**src/rtl/cont_fwd.sv**
```systemverilog
// Forward-recursion controller for the MAP decoder: seeds alpha at BASE_ADDR, then
// runs N_STEPS read/add/compare/write trellis steps and pulses done_fwd at the end.
module cont_fwd #(
    parameter int unsigned N_STEPS   = 8,
    parameter int unsigned STRIDE    = 8,
    parameter int unsigned BASE_ADDR = 0
) (
    input  logic       clk,
    input  logic       rst,
    input  logic       start,
    input  logic       mem_gnt,
    output logic [7:0] fd_addr,
    output logic       w_r_a,
    output logic       init_en,
    output logic       add_en,
    output logic       cmp_en,
    output logic       busy,
    output logic [3:0] step_cnt,
    output logic       done_fwd
);

    // Out-of-range parameters wrap silently into the register widths.
    localparam logic [7:0] Stride   = 8'(STRIDE);
    localparam logic [7:0] BaseAddr = 8'(BASE_ADDR);
    localparam logic [3:0] NSteps   = 4'(N_STEPS);

    typedef enum logic [2:0] {
        StIdle,
        StInit,
        StRead,
        StAdd,
        StCmp,
        StWrite,
        StDone
    } state_e;

    state_e state_q;

    // Outputs are registered alongside the state so they track it cycle-exactly.
    always_ff @(posedge clk or posedge rst) begin
        if (rst) begin
            state_q  <= StIdle;
            fd_addr  <= 8'd0;
            w_r_a    <= 1'b0;
            init_en  <= 1'b0;
            add_en   <= 1'b0;
            cmp_en   <= 1'b0;
            busy     <= 1'b0;
            step_cnt <= 4'd0;
            done_fwd <= 1'b0;
        end else begin
            init_en  <= 1'b0;
            add_en   <= 1'b0;
            cmp_en   <= 1'b0;
            done_fwd <= 1'b0;
            unique case (state_q)
                StIdle: begin
                    if (start) begin
                        state_q  <= StInit;
                        step_cnt <= 4'd0;
                        fd_addr  <= BaseAddr;
                        w_r_a    <= 1'b1;
                        init_en  <= 1'b1;
                        busy     <= 1'b1;
                    end
                end
                StInit: begin
                    if (mem_gnt) begin
                        // READ reuses the seed address; no reload required.
                        state_q <= StRead;
                        w_r_a   <= 1'b0;
                    end else begin
                        init_en <= 1'b1;
                    end
                end
                StRead: begin
                    state_q <= StAdd;
                    add_en  <= 1'b1;
                end
                StAdd: begin
                    state_q <= StCmp;
                    cmp_en  <= 1'b1;
                end
                StCmp: begin
                    state_q <= StWrite;
                    w_r_a   <= 1'b1;
                    fd_addr <= fd_addr + Stride;
                end
                StWrite: begin
                    if (mem_gnt) begin
                        step_cnt <= step_cnt + 4'd1;
                        w_r_a    <= 1'b0;
                        if (step_cnt + 4'd1 == NSteps) begin
                            state_q  <= StDone;
                            done_fwd <= 1'b1;
                        end else begin
                            state_q <= StRead;
                        end
                    end
                end
                StDone: begin
                    state_q <= StIdle;
                    busy    <= 1'b0;
                end
                default: begin
                    state_q <= StIdle;
                    busy    <= 1'b0;
                    w_r_a   <= 1'b0;
                end
            endcase
        end
    end

endmodule

```
**config.mk**
```make
export PLATFORM = sky130hd
export DESIGN_NAME = cont_fwd
export DESIGN_NICKNAME = d
export VERILOG_FILES = /design/src/rtl/cont_fwd.sv
export SDC_FILE = /design/constraint.sdc
export NUM_CORES = 1
export LEC_CHECK = 0
export ABC_AREA = 1
export BUFFER_PORTS_ARGS = -buffer_cell sky130_fd_sc_hd__buf_2
export CELL_PAD_IN_SITES_DETAIL_PLACEMENT = 0
export CELL_PAD_IN_SITES_GLOBAL_PLACEMENT = 1
export CORE_ASPECT_RATIO = 1.2
export CORE_MARGIN = 1
export CORE_UTILIZATION = 42
export CTS_BUF_LIST = sky130_fd_sc_hd__clkbuf_8
export CTS_CLUSTER_SIZE = 16
export DETAILED_ROUTE_END_ITERATION = 10
export PLACE_DENSITY_LB_ADDON = 0.1
export SYNTH_ARGS = -nofsm -noshare
export SYNTH_HDL_FRONTEND = slang
export SYNTH_SLANG_ARGS = --single-unit
```
**constraint.sdc**
```tcl
create_clock -name clk -period 2.1 [get_ports clk]
set_clock_uncertainty 0.2 [all_clocks]
set_input_delay 0.21 -clock clk [delete_from_list [all_inputs] [get_ports clk]]
set_output_delay 0.21 -clock clk [all_outputs]
set_load 0.05 [all_outputs]
```
==> summary.txt <==
Outcome
  • Status: finished clean

Pwr
  • Power per cell area: 1180 nW/um^2
  • Logic pwr share: 42.5%
  • Seq pwr share: 39.1%
  • Net Sw Frac: 45.2%
  • Leakage: 0.608 nW
  • Worst IR drop on VDD: 0.586 mV
  • Sw Pwr: 0.000555 W
  • Clock share of power: 18.4%
  • Internal power: 0.000674 W

Synth
  • Post-synthesis cell area: 888 um^2
  • Synth area leaders: dfrtp_1 51%, nand2_1 12%, inv_1 7.2%, nand3_1 5.1%, o21ai_0 4.5%
  • Area share of xor/xnor cells in the synthesized design: 0.986%
  • Avg Cell Area, Syn: 8.30 um^2
  • Yosys top cell by area: dfrtp_1
  • Fraction of the mapped netlist area in adder cells: 4.23%
  • #FFs+latches synth: 18
  • Synth top area share: 50.7%
  • Post-Synth Simple-Gate Area: 25.8%
  • Compound-cell area share of the yosys netlist: 8.17%
  • Sequential area share after synthesis: 50.7%
  • Main combinational cell family by area after synthesis: simple AND/OR/NAND/NOR gates
  • Post-Synthesis Cells: 107
  • Multiplexer share of the synthesized area: 0%
  • Yosys Warn Count: 0
  • Yosys cell types: 20

Floorplanning
  • Die Height: 52.4 um
  • Die X: 44.0 um
  • Core Box Area: 1910 um^2
  • Die area: 2300 um^2
  • Initial Utilization: 46.4%
  • Num ports: 22
  • # rows: 17

Critical path
  • FF-to-FF Start: step_cnt[0]
  • Reg-to-Reg End: state_q[2]
  • Arrival @ worst endpoint: 1.40 ns
  • Worst setup path end: state_q[2]
  • CP Data Required Time: 2.04 ns
  • CP Launch Type: flip-flop
  • Flop2flop setup slack: 0.63 ns
  • Worst-path fanout max: 7
  • Worst Setup Path Type: flip-flop to flip-flop
  • Endpoint class of the critical path: flip-flop
  • Crit path from: step_cnt[0]
  • Path depth of the worst reg2reg path: 9

CTS
  • H-tree depth: 1
  • Root Driver: clkbuf_8
  • CTS tree: built
  • TritonCTS Buffers: 3
  • Post-CTS resize count: 0
  • Worst skew pair latency: 0.24 ns
  • CTS clk-pin slew, worst paths: 0.06 ns
  • CTS max path bufs: 2
  • CTS sink cnt: 18

Global routing
  • Largest net degree at the start of global routing: 19
  • All-Layer GR Usage: 17.4%
  • First-pass GRT wire length: 2.88 mm
  • Vias in the first global route: 670
  • GR Overflow Total: 0
  • Initial antenna violation count: 0

Timing
  • Final Hold Fails: 0
  • Hold_ws: 0.0650 ns
  • Final worst setup slack: 0.634 ns
  • Fmax: 682 MHz
  • Setup Viol. Count Final: 0
  • Setup TNS Final: 0 ns
  • Rel. slew slack: 56.7%
  • Final slew viol count: 0
  • RSZ-0062 raised after global routing: no
  • Worst-margin pin slew: 0.649 ns
  • Final worst path period share: 69.8%
  • Tmin final: 1.47 ns

Layout
  • Most frequent cells in the layout: 29 x nand2_1, 18 x dfrtp_1, 18 x buf_2, 17 x inv_1, 9 x nand3_1
  • Share of cells above drive strength 1: 19.5%
  • Final cell count without fillers: 147
  • Multi-input gate area: 359 um^2
  • Final-stage net count: 137
  • Most common cell after layout, fill and taps aside: nand2_1
  • Filler Cell Count: 184
  • Diode count: 0
  • Register Area: 450 um^2
  • Finished Cell Area: 1040 um^2
  • Layout area overhead: 16.9%

Placed design
  • Area of placed instances: 987 um^2
  • Port bufs: 18
  • Placer's final routability congestion estimate: 0.766
  • Pre-CTS WS: 0.628 ns
  • Post-Place Cells: 143
  • DP HPWL: 1.28 mm

Detailed routing
  • Pre-antenna DRT Iters: 6
  • DRC: 0
  • Final wirelength: 1.63 mm
  • Vias/cell: 4.87
  • Wire per inst: 11.1 um
  • DR iter-0 viols: 15
  • DRT antenna net count: 0
  • Via Count: 716

Min path
  • Min-Delay Path Class: input pin to flip-flop

Job
  • Max cap viols: 0
==> synth_stat cells (all sizes together) <==
library cell / n
nand3: 9
o21ai: 8
xor2: 1
a21oi: 1
buf: 3
o21a: 1
conb: 1
o22ai: 2
ha: 3
or2: 1
nor2: 6
dfrtp: 18
nor3: 3
o31ai: 1
inv: 17
nand2: 31
nand4: 1
==> layer usage <==
metal	track usage (%)	vias to the layer above	routed length [um]
li1	-	377	-
met1	22.9	322	788
met2	28.6	15	785
met3	3.10	2	43
met4	6.06	0	9
met5	0	-	0
==> worst max-delay path, stage by stage (launching register included) <==
cell and delay [ns]:
dfrtp_1 0.45, ha_1 0.24, inv_1 0.05, nand2_1 0.04
nand2_1 0.09, nor2_1 0.04, nand3_1 0.10, nand2_1 0.06
nand2_1 0.05, nand2_1 0.04
==> sequential cells by signal, indices dropped and copies added, names as in the netlist <==
signal	cells
step_cnt	4
done_fwd	1
busy	1
state_q	3
cmp_en	1
init_en	1
fd_addr	5
add_en	1
w_r_a	1
==> logic make-up (layout without fill, tap and decap cells) <==
logic type / after synthesis / in the layout
AND/OR/NAND/NOR: 51 / 51
buffers and inverters: 20 / 39
flip-flops: 18 / 18
AO/OA/AOI/OAI: 13 / 13
adder cells (fa/ha/maj): 3 / 3
other: 1 / 3
XOR/XNOR: 1 / 1
==> through the flow <==
stage,util (%),power [W]
floorplan,-,0.000896
global placement,51.6,0.00101
detailed placement,51.6,0.00101
CTS,54.2,0.00125
global route,54.2,0.00133
finish,54.2,0.00123
==> worst min path at each step <==
stage	startpoint	endpoint	slack (ns)	cells past startpoint
2_1_floorplan	rst	add_en	-0.05	1
3_3_place_gp	rst	fd_addr[7]	0.15	2
3_5_place_dp	rst	fd_addr[6]	0.14	2
4_1_cts	mem_gnt	init_en	0.06	2
5_1_grt	mem_gnt	init_en	0.07	2
6_report	mem_gnt	init_en	0.06	2
==> area by class of cell <==
cell class | instances | area share (%)
Inverter | 17 | 6.14
Multi-Input combinational cell | 71 | 34.6
Clock buffer | 3 | 3.98
Tap cell | 19 | 2.29
Sequential cell | 18 | 43.4
Timing Repair Buffer | 19 | 9.64
==> timing repair <==
| action | in CTS | in global routing |
|---|---|---|
| endpoints found under the hold margin | 18 | 0 |
| setup buffers | 0 | 0 |
| hold buffers | 1 | 0 |
==> power groups by stage <==
stage | registers [W] | logic, W | clock network (W)
after floorplan | 0.000662 | 0.000234 | 0
after global placement | 0.000486 | 0.000522 | 0
after detailed placement | 0.000489 | 0.000524 | 0
after CTS | 0.000483 | 0.000527 | 0.000236
after global routing | 0.000494 | 0.000583 | 0.000251
final | 0.000481 | 0.000522 | 0.000226
No activity file was read; power rests on OpenSTA's default activity.
